--- config.mk ---
export PLATFORM = sky130hd
export DESIGN_NAME = mem_stage_flat
export DESIGN_NICKNAME = d
export VERILOG_FILES = /design/src/rtl/mem_stage_pkg.sv /design/src/rtl/mem_stage_if.sv /design/src/rtl/mem_align.sv /design/src/rtl/mem_stage.sv /design/src/flat_wrapper.sv
export SDC_FILE = /design/constraint.sdc
export NUM_CORES = 1
export LEC_CHECK = 0
export ABC_CLOCK_PERIOD_IN_PS = 1800
export BUFFER_PORTS_ARGS = -buffer_cell sky130_fd_sc_hd__buf_2
export CAP_MARGIN = 10
export CORE_AREA = 2 2 97 99
export DETAILED_ROUTE_END_ITERATION = 16
export DIE_AREA = 0 0 99 101
export PLACE_DENSITY = 0.63
export SKIP_CTS_REPAIR_TIMING = 1
export SYNTH_ARGS = -nofsm -noshare
export SYNTH_HDL_FRONTEND = slang
export SYNTH_SLANG_ARGS = --single-unit
--- constraint.sdc ---
create_clock -name clk -period 1.8 [get_ports clk]
set_input_delay 0.27 -clock clk [delete_from_list [all_inputs] [get_ports clk]]
set_output_delay 0.27 -clock clk [all_outputs]
set_load 0.01 [all_outputs]
--- src/rtl/mem_stage_pkg.sv ---
// Shared definitions for the memory-access stage: machine widths,
// ex_mem_op field positions, access-size encodings and FSM states.
package mem_stage_pkg;

    localparam int WORD    = 32;
    localparam int REG_LOG = 5;

    // ex_mem_op field positions
    localparam int OP_LOAD   = 4;
    localparam int OP_STORE  = 3;
    localparam int OP_UNS    = 2;
    localparam int OP_SIZE_H = 1;
    localparam int OP_SIZE_L = 0;

    typedef enum logic [1:0] {
        MEM_B = 2'd0,
        MEM_H = 2'd1,
        MEM_W = 2'd2
    } mem_size_e;

    typedef enum logic {
        S_IDLE     = 1'b0,
        S_WAIT_RSP = 1'b1
    } mem_state_e;

endpackage

--- src/rtl/mem_stage_if.sv ---
// DCache request/response channel between mem_stage (master) and the
// data cache (slave).
interface mem_stage_if;
    import mem_stage_pkg::*;

    logic               dc_req_valid;
    logic               dc_req_ready;
    logic [WORD-1:0]    dc_req_addr;
    logic               dc_req_we;
    logic [3:0]         dc_req_wstrb;
    logic [WORD-1:0]    dc_req_wdata;
    logic               dc_resp_valid;
    logic [WORD-1:0]    dc_resp_rdata;

    modport master (
        output dc_req_valid, dc_req_addr, dc_req_we, dc_req_wstrb, dc_req_wdata,
        input  dc_req_ready, dc_resp_valid, dc_resp_rdata
    );

    modport slave (
        input  dc_req_valid, dc_req_addr, dc_req_we, dc_req_wstrb, dc_req_wdata,
        output dc_req_ready, dc_resp_valid, dc_resp_rdata
    );

endinterface

--- src/rtl/mem_align.sv ---
// Combinational lane logic: store strobe/data replication and load
// byte/half extraction with zero or sign extension.
module mem_align
    import mem_stage_pkg::*;
(
    input  logic [1:0]      st_off,
    input  logic [1:0]      st_size,
    input  logic [WORD-1:0] st_src,
    output logic [3:0]      st_wstrb,
    output logic [WORD-1:0] st_wdata,
    input  logic [1:0]      ld_off,
    input  logic [1:0]      ld_size,
    input  logic            ld_uns,
    input  logic [WORD-1:0] ld_rdata,
    output logic [WORD-1:0] ld_data
);

    logic signed [7:0]  ld_byte;
    logic signed [15:0] ld_half;

    // Store: replicate the source across lanes; the strobe picks the lane.
    always_comb begin
        st_wstrb = 4'hF;
        st_wdata = st_src;
        case (st_size)
            MEM_B: begin
                st_wstrb = 4'b0001 << st_off;
                st_wdata = {4{st_src[7:0]}};
            end
            MEM_H: begin
                st_wstrb = 4'b0011 << {st_off[1], 1'b0};
                st_wdata = {2{st_src[15:0]}};
            end
            default: ;
        endcase
    end

    // Load: pick the addressed lane, then extend according to ld_uns.
    always_comb begin
        ld_byte = ld_rdata[{ld_off, 3'b000} +: 8];
        ld_half = ld_rdata[{ld_off[1], 4'b0000} +: 16];
        ld_data = ld_rdata;
        case (ld_size)
            MEM_B: ld_data = ld_uns ? {24'd0, ld_byte} : WORD'(ld_byte);
            MEM_H: ld_data = ld_uns ? {16'd0, ld_half} : WORD'(ld_half);
            default: ;
        endcase
    end

endmodule

--- src/rtl/mem_stage.sv ---
// Memory-access stage: issues DCache requests, waits for load data and
// stalls upstream while an access is outstanding. Non-memory results
// pass straight through. Build option MEM_ALIGN_CHK_EN adds the
// wb_ale port and traps misaligned half/word accesses.
module mem_stage
    import mem_stage_pkg::*;
(
    input  logic               clk,
    input  logic               rst,
    input  logic               ex_valid,
    input  logic [4:0]         ex_mem_op,
    input  logic [WORD-1:0]    ex_addr,
    input  logic [WORD-1:0]    ex_wdata,
    input  logic [WORD-1:0]    ex_cal_res,
    input  logic [REG_LOG-1:0] ex_rd,
    output logic               mem_stall,
    mem_stage_if.master        dc,
    output logic               wb_valid,
    output logic [WORD-1:0]    wb_data,
    output logic [REG_LOG-1:0] wb_rd
`ifdef MEM_ALIGN_CHK_EN
    ,
    output logic               wb_ale
`endif
);

    mem_state_e         state_q, state_d;
    logic [1:0]         off_q, off_d;
    logic [1:0]         size_q, size_d;
    logic               uns_q, uns_d;
    logic [REG_LOG-1:0] rd_q, rd_d;

    logic            is_load, is_store, is_mem, misalign;
    logic [1:0]      ex_size;
    logic [3:0]      st_wstrb;
    logic [WORD-1:0] st_wdata, ld_data;

    // A set load bit wins if both load and store are flagged.
    assign is_load  = ex_mem_op[OP_LOAD];
    assign is_store = ex_mem_op[OP_STORE] & ~ex_mem_op[OP_LOAD];
    assign is_mem   = is_load | is_store;
    assign ex_size  = ex_mem_op[OP_SIZE_H:OP_SIZE_L];

`ifdef MEM_ALIGN_CHK_EN
    assign misalign = ((ex_size == MEM_H) && ex_addr[0]) ||
                      ((ex_size == MEM_W) && (ex_addr[1:0] != 2'b00));
`else
    assign misalign = 1'b0;
`endif

    mem_align u_align (
        .st_off   (ex_addr[1:0]),
        .st_size  (ex_size),
        .st_src   (ex_wdata),
        .st_wstrb (st_wstrb),
        .st_wdata (st_wdata),
        .ld_off   (off_q),
        .ld_size  (size_q),
        .ld_uns   (uns_q),
        .ld_rdata (dc.dc_resp_rdata),
        .ld_data  (ld_data)
    );

    // State and load-hold registers.
    always_ff @(posedge clk) begin
        if (rst) begin
            state_q <= S_IDLE;
            off_q   <= 2'd0;
            size_q  <= 2'd0;
            uns_q   <= 1'b0;
            rd_q    <= '0;
        end else begin
            state_q <= state_d;
            off_q   <= off_d;
            size_q  <= size_d;
            uns_q   <= uns_d;
            rd_q    <= rd_d;
        end
    end

    // Next state; load attributes are captured on the request handshake.
    always_comb begin
        state_d = state_q;
        off_d   = off_q;
        size_d  = size_q;
        uns_d   = uns_q;
        rd_d    = rd_q;
        case (state_q)
            S_IDLE: begin
                if (ex_valid && is_load && !misalign && dc.dc_req_ready) begin
                    state_d = S_WAIT_RSP;
                    off_d   = ex_addr[1:0];
                    size_d  = ex_size;
                    uns_d   = ex_mem_op[OP_UNS];
                    rd_d    = ex_rd;
                end
            end
            S_WAIT_RSP: begin
                if (dc.dc_resp_valid) state_d = S_IDLE;
            end
            default: state_d = S_IDLE;
        endcase
    end

    // Outputs; everything is forced quiet while rst is high.
    always_comb begin
        mem_stall       = 1'b0;
        dc.dc_req_valid = 1'b0;
        dc.dc_req_addr  = '0;
        dc.dc_req_we    = 1'b0;
        dc.dc_req_wstrb = 4'h0;
        dc.dc_req_wdata = '0;
        wb_valid        = 1'b0;
        wb_data         = '0;
        wb_rd           = '0;
`ifdef MEM_ALIGN_CHK_EN
        wb_ale          = 1'b0;
`endif
        if (!rst) begin
            case (state_q)
                S_IDLE: begin
                    if (ex_valid) begin
                        if (!is_mem) begin
                            wb_valid = 1'b1;
                            wb_data  = ex_cal_res;
                            wb_rd    = ex_rd;
                        end else if (misalign) begin
                            wb_valid = 1'b1;
                            wb_data  = ex_addr;
`ifdef MEM_ALIGN_CHK_EN
                            wb_ale   = 1'b1;
`endif
                        end else begin
                            dc.dc_req_valid = 1'b1;
                            dc.dc_req_addr  = {ex_addr[WORD-1:2], 2'b00};
                            dc.dc_req_we    = is_store;
                            dc.dc_req_wstrb = is_store ? st_wstrb : 4'h0;
                            dc.dc_req_wdata = st_wdata;
                            // A load keeps stalling after its handshake until data returns.
                            mem_stall = is_load | ~dc.dc_req_ready;
                            if (is_store && dc.dc_req_ready) wb_valid = 1'b1;
                        end
                    end
                end
                S_WAIT_RSP: begin
                    mem_stall = 1'b1;
                    if (dc.dc_resp_valid) begin
                        mem_stall = 1'b0;
                        wb_valid  = 1'b1;
                        wb_data   = ld_data;
                        wb_rd     = rd_q;
                    end
                end
                default: ;
            endcase
        end
    end

endmodule

--- src/flat_wrapper.sv ---
// flat-port wrapper written by rule: the top's interface ports become plain ports
module mem_stage_flat import mem_stage_pkg::*;
  (clk, rst, ex_valid, ex_mem_op, ex_addr, ex_wdata, ex_cal_res, ex_rd, mem_stall, wb_valid, wb_data, wb_rd, dc_dc_req_valid, dc_dc_req_addr, dc_dc_req_we, dc_dc_req_wstrb, dc_dc_req_wdata, dc_dc_req_ready, dc_dc_resp_valid, dc_dc_resp_rdata);
  mem_stage_if dc_i ();
  input  logic clk;
  input  logic rst;
  input  logic ex_valid;
  input  logic [4:0] ex_mem_op;
  input  logic [WORD-1:0] ex_addr;
  input  logic [WORD-1:0] ex_wdata;
  input  logic [WORD-1:0] ex_cal_res;
  input  logic [REG_LOG-1:0] ex_rd;
  output logic mem_stall;
  output logic wb_valid;
  output logic [WORD-1:0] wb_data;
  output logic [REG_LOG-1:0] wb_rd;
  output wire logic [$bits(dc_i.dc_req_valid)-1:0] dc_dc_req_valid;
  output wire logic [$bits(dc_i.dc_req_addr)-1:0] dc_dc_req_addr;
  output wire logic [$bits(dc_i.dc_req_we)-1:0] dc_dc_req_we;
  output wire logic [$bits(dc_i.dc_req_wstrb)-1:0] dc_dc_req_wstrb;
  output wire logic [$bits(dc_i.dc_req_wdata)-1:0] dc_dc_req_wdata;
  input wire logic [$bits(dc_i.dc_req_ready)-1:0] dc_dc_req_ready;
  input wire logic [$bits(dc_i.dc_resp_valid)-1:0] dc_dc_resp_valid;
  input wire logic [$bits(dc_i.dc_resp_rdata)-1:0] dc_dc_resp_rdata;
  assign dc_dc_req_valid = dc_i.dc_req_valid;
  assign dc_dc_req_addr = dc_i.dc_req_addr;
  assign dc_dc_req_we = dc_i.dc_req_we;
  assign dc_dc_req_wstrb = dc_i.dc_req_wstrb;
  assign dc_dc_req_wdata = dc_i.dc_req_wdata;
  assign dc_i.dc_req_ready = dc_dc_req_ready;
  assign dc_i.dc_resp_valid = dc_dc_resp_valid;
  assign dc_i.dc_resp_rdata = dc_dc_resp_rdata;
  mem_stage u_core (.clk(clk), .rst(rst), .ex_valid(ex_valid), .ex_mem_op(ex_mem_op), .ex_addr(ex_addr), .ex_wdata(ex_wdata), .ex_cal_res(ex_cal_res), .ex_rd(ex_rd), .mem_stall(mem_stall), .dc(dc_i), .wb_valid(wb_valid), .wb_data(wb_data), .wb_rd(wb_rd));
endmodule
* Word-level counts from Yosys, hierarchy flattened
Cells that the tools add are included.
** Storage, ports and cells
- Word-level logic and storage cells :: 72
- Input bits :: 143
- Register bits :: 11
- Output and inout port bits :: 109
** Operators by class
- Multiplexer cells :: 49
- Shift operators :: 4
- Reductions and logical operators :: 6
- Equality and inequality tests :: 2
- Bitwise gates (word level) :: 6
** Operator list (number)
- $mux W32 :: 14
- $pmux W32 S2 :: 3
- $shiftx A32 B6 Y16 :: 1
- $shiftx A32 B6 Y8 :: 1
- $mux W4 :: 5
- $mux W5 :: 4
- $mux W1 :: 18
- $pmux W5 S2 :: 1
- $pmux W4 S2 :: 1
- $pmux W1 S2 :: 3
- $eq A2 B1 Y1 const B :: 2
- $logic_not A2 Y1 :: 2
- $shl A1 B2 Y4 const A :: 1
- $shl A2 B2 Y4 const A :: 1
- $logic_and A1 B1 Y1 :: 3
- $not A1 Y1 :: 3
- $or A1 B1 Y1 :: 2
- $reduce_and A2 Y1 :: 1
- $and A1 B1 Y1 :: 1

* Longest topological paths before layout
Gate-level depths: netlist (run 1).
- Depth after elaboration :: 8
- Gate-level depth with buffers :: 8
- Mapped depth without buffers :: 4

* Modules after synthesis
Synthesis (run 1) repeated with hierarchy kept, for this count alone.
** Second synthesis, totals
- Cells, all modules :: 342
- Area, all modules :: 2514.9 µm²
** Modules (own cells, without submodules)
- mem_stage :: sequential area each 220.2 µm², times used 1, area an instance 1341.3 µm², cells each 186
- mem_align :: sequential area each 0.0 µm², times used 1, area an instance 1173.6 µm², cells each 156

* Least setup slack after synthesis (run 1)
Ideal clock, no wire load.
- Kind :: input-to-output
- Start :: input rst
- End :: output dc_dc_req_addr[12]
- Setup slack :: -0.024 ns
- Arrival :: 1.554 ns
- Data required time :: 1.530 ns
- Cell stages on the path :: 8
- Path buffers :: 4
- Cells stage by stage :: buf_6 or3b_4 or2_1 buf_2 inv_2 buf_6 buf_6 and2_1
** Between the ends
- Longest elaborated chain between the ends :: 1
** Ends and longest elaborated chain
- start, declared :: RTL line flat_wrapper.sv:6 : input logic rst;
- $mux W32 :: RTL line mem_stage.sv:119 : if (!rst) begin
- end, declared :: RTL line flat_wrapper.sv:18 : output wire logic [$bits(dc_i.dc_req_addr)-1:0] dc_dc_req_addr;
Every way passes these cells.

* Final worst setup path (run 1)
- Start :: register u_core.state_q
- End :: output dc_dc_req_addr[2]
** Between the ends
- Longest elaborated chain between the ends :: 2
** Ends and longest elaborated chain
- start, declared :: RTL line mem_stage.sv:27 : mem_state_e state_q, state_d;
- start signal, assigned :: RTL line mem_stage.sv:73 : state_q <= state_d;
- $mux W32 :: RTL line mem_stage.sv:120 : case (state_q)
- $mux W32 :: RTL line mem_stage.sv:119
Every way passes these cells.

==> run_results.csv, run 1 <==
group,metric,value,unit
clock_network,insertion_delay,240,ps
detailed_routing,dr.pass1.iters,5,
worst_setup_path,end_kind,"primary output",
logic_synthesis,synth_cell_types,35,
cells_and_area,drive_above_1_share,65.0,%
die,rows,35,
die,start_util,24.8,%
placement,io_buffers,249,
placement,dpl.hpwl,9810,um
placement,gp_congestion,0.922,
min_path,hold_path_class,"in -> reg",
detailed_routing,drt_iter0_drc,172,
sta,fin_crit_sh,118,%
detailed_routing,num_vias,3910,
cells_and_area,area_growth,121,%
worst_setup_path,crit_type,"reg -> out",
power_and_ir_drop,switchingPower,567,uW
logic_synthesis,synth_most_common_cell,"a21oi_1",
worst_setup_path,cp.required,1530,ps
sta,period_needed,2120,ps
logic_synthesis,async_flop_share,0,%
run_status,violations,"negative setup slack",
logic_synthesis,netlist_instances,373,
worst_setup_path,crit_path_start_kind,"flip-flop",
power_and_ir_drop,power.leakage,0.00235,uW
cells_and_area,fin_area,4920,um2
die,dieArea,10000,um2
clock_network,cts_buffers,3,
power_and_ir_drop,p_comb_share,64.1,%
sta,drv_slew,0,
power_and_ir_drop,p_sw_share,39.7,%
grt,grt_usage,20.8,%
clock_network,tritoncts,"yes",
placement,placed_area,3750,um2
worst_setup_path,cp_max_fo,8,
power_and_ir_drop,internal_power,862,uW
sta,whs,267,ps
placement,post-place-cells,730,
detailed_routing,wire_per_inst,19.0,um
power_and_ir_drop,p_per_area,290,nW/um2
grt,antenna_found_initial,2,
sta,setup_viol,100,
min_path,hold_path_depth,3,
worst_setup_path,worst_r2r_endpoint,"u_core.off_q[1]$_SDFFE_PP0P_",
logic_synthesis,synth_top_area_share,14.8,%
grt,globalRouteOverflowTotal,0,
power_and_ir_drop,clkPwrFrac,17.8,%
grt,grt_first_pass_wirelength,16800,um
logic_synthesis,synth_top_cell_by_area,"a21oi_1",
die,pin_count,252,
logic_synthesis,yosysSeqAreaShare,9.89,%
clock_network,ctsHtreeMaxLevel,1,
detailed_routing,route.detailed.drc,0,
logic_synthesis,synth_edf_count,0,
die,chipWidth,99,um
logic_synthesis,ys.flop_type,"dfxtp_1",
sta,fmax,0.471,GHz
run,drv_cap,0,
logic_synthesis,synthesis.area,2230,um2
detailed_routing,via_per_inst,5.18,
clock_network,clk_path_buf_depth,2,
grt,first_global_vias,3379,
worst_setup_path,ff2ff_path_depth,4,
worst_setup_path,r2r_setup_slack,550,ps
die,dieHeight,101,um
worst_setup_path,cp.arrival,1850,ps
detailed_routing,antenna_left,0,
worst_setup_path,cp_slowest_cell,"or3b_4",
logic_synthesis,yosysWarnings,0,
logic_synthesis,syn_area_per_cell,5.97,um2
clock_network,cts_root_buf,"clkbuf_8",
detailed_routing,finalWirelength,14300,um
worst_setup_path,critical-path-top-delay-family,"simple AND/OR/NAND/NOR gates",
worst_setup_path,path_buf_inv,3,
sta,hold_viol,0,
power_and_ir_drop,finalPower,1430,uW
logic_synthesis,netlist_top_cells_count,"a21oi_1 (66), nand2_1 (46), o21ai_0 (41), and2_1 (40), nor2_1 (36)",
clock_network,path_clk_slew,50,ps
sta,fin_worst_skew,0.413,ps
clock_network,cts_sinks,11,
die,fp.coreArea,8980,um2
cells_and_area,fin_cells,755,
worst_setup_path,worstPathCellList,"or3b_4, or2_4, clkinv_8, clkbuf_16, and2_4, buf_6",
grt,grt_max_degree,40,
power_and_ir_drop,vdd_drop_max,190,uV
run_status,outcome,"complete, but fails checks",
min_path,hold_path_end,"u_core.uns_q$_SDFFE_PP0P_",
power_and_ir_drop,p_seq_share,18.2,%
sta,rsz0062_at_grt,"true",
cells_and_area,finalNetCount,786,
logic_synthesis,ys_ff_latch,11,
cells_and_area,fillers,819,
min_path,hp-start,"ex_mem_op[2]",
sta,worst_slack,-325,ps
worst_setup_path,rr_startpoint,"u_core.state_q$_SDFF_PP0_",
logic_synthesis,synth_area_leaders,"a21oi_1 (15%), and2_1 (11%), mux2i_1 (11%)",
worst_setup_path,max_stage_delay,410,ps
-- state kept, by name, indices dropped and copies added (netlist names) --
name / flops
u_core.uns_q: 1
u_core.state_q: 1
u_core.off_q: 2
u_core.size_q: 2
u_core.rd_q: 5
-- power groups by stage --
stage / Sequential [uW] / Combinational [uW] / Clock, uW
after detailed placement: 266 / 639 / 0
final: 260 / 915 / 254
after CTS: 261 / 642 / 256
after global routing: 260 / 970 / 270
after floorplan: 263 / 304 / 0
after global placement: 265 / 629 / 0
-- cell families after synthesis --
kind of cell    share of synthesized area [%]
compound gates                           37.3
other cells                             0.168
mux                                      10.8
simple gates                             31.8
flops                                    9.89
buf+inv                                  10.1
-- per-stage QoR --
stage | TNS [ps] | setup slack, ps | util (%)
4_1_cts | -28540 | -427 | 42.3
3_5_place_dp | -5480 | -207 | 41.8
5_1_grt | -29650 | -376 | 54.9
2_1_floorplan | 0 | 4.62 | -
6_report | -24960 | -325 | 54.9
3_3_place_gp | -2060 | -212 | 41.8
-- routing by layer --
metal | routed length [um] | global-route usage [%] | up-vias
met5 | 0 | 0 | -
met4 | 597 | 7.59 | 0
met3 | 1140 | 2.64 | 40
met2 | 7840 | 42.6 | 234
met1 | 4730 | 21.3 | 1793
li1 | - | - | 1843
-- layout by cell type (no fill, tap or decap), types with 4 or more instances in the layout --
cell / synthesis / layout
o21ai_1: 0 / 7
a2111oi_2: 1 / 4
buf_8: 0 / 5
dfxtp_1: 11 / 8
a21oi_1: 66 / 44
nor2_1: 36 / 22
inv_1: 15 / 13
nand2b_1: 5 / 4
clkbuf_16: 0 / 6
o21ai_0: 41 / 26
nand2_2: 0 / 6
nand2_1: 46 / 39
a21oi_2: 0 / 19
buf_2: 5 / 196
a22oi_1: 21 / 21
buf_4: 2 / 28
buf_12: 0 / 4
mux2i_1: 24 / 22
nor2_4: 0 / 13
buf_6: 3 / 59
and2_4: 0 / 38
or3_4: 0 / 5
o21ai_2: 0 / 8
-- how the worst max path moves through the flow --
stage	startpoint	to	slack (ps)	depth (start not counted)
floorplan	rst	dc_dc_req_addr[12]	5	8
global placement	rst	dc_dc_req_wdata[28]	-210	6
detailed placement	rst	dc_dc_req_wdata[28]	-210	6
CTS	u_core.state_q$_SDFF_PP0_	dc_dc_req_wdata[28]	-430	5
finish	u_core.state_q$_SDFF_PP0_	dc_dc_req_addr[2]	-320	6
global route	u_core.off_q[1]$_SDFFE_PP0P_	wb_data[17]	-380	6
-- worst reg2reg max path, delay by kind of cell (launching register included) --
family / cells / cell delay (ps)
compound gates: 1 / 150
flops: 1 / 360
simple gates: 3 / 660
-- final cells by class --
cell class / instances / area [um2] / share of cell area, %
multi-input cells: 313 / 2270 / 46.0
diodes: 2 / 5.00 / 0.102
repair buffers: 298 / 2160 / 43.9
well taps: 111 / 139 / 2.82
clock buffers: 4 / 45.0 / 0.915
flip-flops and latches: 11 / 231 / 4.70
inverters: 16 / 76.3 / 1.55
Note: power is estimated with default switching activity, not from simulation.
==> inputs of run 2 (changes only) <==
CELL_PAD_IN_SITES_DETAIL_PLACEMENT = 0   (was unset)
CELL_PAD_IN_SITES_GLOBAL_PLACEMENT = 1   (was unset)
CORE_AREA = unset   (was 2 2 97 99)
CORE_ASPECT_RATIO = 1.1   (was unset)
CORE_MARGIN = 2   (was unset)
CORE_UTILIZATION = 18   (was unset)
DIE_AREA = unset   (was 0 0 99 101)
PLACE_DENSITY = 0.75   (was 0.63)
==> run 2 against run 1 <==
Compared with the run above: the flow still finishes with violations (negative setup slack); final cell count grew 3.7%; core utilization shrank 21 points; via count shrank 6.3%; largest cell class unchanged; worst setup slack gained 7.2 ps; sequential share of layout area grew 0.78 points; first-iteration DRC count grew 3.5%; worst hold slack gained 16 ps; register-to-register slack lost 60 ps; clock-buffer cell count shrank 1.
==> run_results.csv, run 2 (synthesized netlist as in run 1, its figures left out) <==
group,metric,value,unit
clock_network,tritoncts,"yes",
min_path,hp-start,"ex_mem_op[2]",
detailed_routing,drt_iter0_drc,178,
grt,first_global_vias,3448,
clock_network,cts_sinks,11,
worst_setup_path,startpoint,"u_core.state_q$_SDFF_PP0_",
cells_and_area,finalNetCount,772,
worst_setup_path,cp.required,1530,ps
run_status,outcome,"complete, but fails checks",
sta,whs,284,ps
die,fp.coreArea,12000,um2
detailed_routing,antenna_left,0,
clock_network,cts_root_buf,"clkbuf_16",
die,dieHeight,121,um
worst_setup_path,worstSetupEndpoint,"wb_data[7]",
power_and_ir_drop,power.leakage,0.00214,uW
die,rows,42,
detailed_routing,wire_per_inst,17.3,um
worst_setup_path,crit_type,"reg -> out",
detailed_routing,finalWirelength,13600,um
placement,gp_congestion,0.839,
sta,fmax,0.472,GHz
grt,antenna_found_initial,4,
placement,pre_cts_slack,-317,ps
cells_and_area,area_growth,85.7,%
worst_setup_path,ff2ff_path_depth,5,
sta,worst_slack,-318,ps
clock_network,ctsHtreeMaxLevel,1,
placement,io_buffers,249,
sta,fin_crit_sh,118,%
cells_and_area,largest_reg_flops,5,
sta,setup_viol,100,
grt,grt_max_degree,33,
cells_and_area,largestRegisters,"u_core.rd_q x5, u_core.off_q x2, u_core.size_q x2",
detailed_routing,via_per_inst,4.68,
sta,drv_slew,0,
detailed_routing,dr.pass1.iters,4,
worst_setup_path,cp_slowest_cell,"or3b_4",
run_status,violations,"negative setup slack",
worst_setup_path,cp_max_fo,8,
cells_and_area,regMostFlops,"u_core.rd_q",
min_path,hold_path_class,"in -> reg",
clock_network,cts_buffers,3,
die,pin_count,252,
power_and_ir_drop,p_per_area,330,nW/um2
clock_network,path_clk_slew,40,ps
detailed_routing,num_vias,3665,
cells_and_area,fin_cells,783,
sta,max_slew_margin,67.5,%
sta,fin_worst_skew,1.91,ps
sta,rsz0062_at_grt,"true",
cells_and_area,final_cell_mix,"buf_2 (249), a21oi_1 (49), nand2_1 (42)",
placement,dpl.hpwl,11300,um
die,chipWidth,110,um
cells_and_area,drive_above_1_share,54.3,%
cells_and_area,final_common_cell,"buf_2",
clock_network,insertion_delay,240,ps
worst_setup_path,cp.arrival,1850,ps
power_and_ir_drop,vdd_drop_max,217,uV
grt,grt_first_pass_wirelength,18700,um
worst_setup_path,end_kind,"primary output",
clock_network,clk_path_buf_depth,2,
placement,post-place-cells,774,
worst_setup_path,r2r_setup_slack,490,ps
grt,grt_usage,18.6,%
worst_setup_path,max_stage_delay,400,ps
detailed_routing,route.detailed.drc,0,
cells_and_area,fillers,1333,
sta,hold_viol,0,
grt,globalRouteOverflowTotal,0,
worst_setup_path,rr_startpoint,"u_core.state_q$_SDFF_PP0_",
sta,period_needed,2120,ps
die,start_util,18.5,%
worst_setup_path,crit_path_start_kind,"flip-flop",
worst_setup_path,worst_r2r_endpoint,"u_core.rd_q[3]$_SDFFE_PP0P_",
run,drv_cap,0,
worst_setup_path,worstPathCellList,"or3b_4, nor3_4, buf_12, nand2_1, o211ai_1, buf_2",
sta,worst_slew_pin_slew,475,ps
die,dieArea,13300,um2
## run 2: cell count changes in the layout (fill, tap and decap cells not counted), sizes merged
| cell | change |
|---|---|
| diode | -1 |
| inv | +1 |
| clkbuf | -6 |
| buf | -9 |
## run 2: cell type report
cell class / instances / area (um2) / area share, %
multi-input combinational: 313 / 1960 / 47.5
timing repair buffer: 284 / 1610 / 38.8
sequential: 11 / 226 / 5.48
tap: 154 / 193 / 4.66
clock buffer: 3 / 75.1 / 1.82
inverter: 16 / 63.8 / 1.54
clock inverter: 1 / 5.00 / 0.121
antenna: 1 / 2.50 / 0.0605
## run 2: power by group
group | internal, uW | switching [uW]
Clock | 294 | 108
Sequential | 252 | 7.99
Combinational | 329 | 372
## run 2: layer usage
layer,global-route usage (%),up-vias,part of all wire [%]
met5,0,-,0.32
met2,37.8,191,55
met4,3.09,6,0.38
li1,-,1810,-
met3,3.83,10,9.1
met1,19.0,1648,35
## run 2: worst max-delay path, delay by kind of cell, from the launching register on
family	cells	cell delay [ps]
compound gates	1	130
buf+inv	2	360
flops	1	320
simple gates	3	790
## run 2: per-stage QoR
| step | power, uW | util [%] | cell area, um2 | TNS [ps] |
|---|---|---|---|---|
| 6_report | 1360 | 34.4 | 4130 | -24140 |
| 5_1_grt | 1450 | 34.3 | 4130 | -31340 |
| 4_1_cts | 1330 | 32.5 | 3910 | -30610 |
| 3_5_place_dp | 924 | 31.8 | 3830 | -8660 |
| 3_3_place_gp | 917 | 31.8 | 3830 | -6730 |
| 2_1_floorplan | 567 | - | 2280 | 0 |
## run 2: worst min path at each step
stage                                   endpoint  cells past startpoint  slack [ps]
CTS                    u_core.uns_q$_SDFFE_PP0P_                      3         280
floorplan           u_core.off_q[0]$_SDFFE_PP0P_                      2         400
finish                 u_core.uns_q$_SDFFE_PP0P_                      3         280
global placement     u_core.rd_q[0]$_SDFFE_PP0P_                      2         450
detailed placement   u_core.rd_q[0]$_SDFFE_PP0P_                      2         450
global route           u_core.uns_q$_SDFFE_PP0P_                      3         310
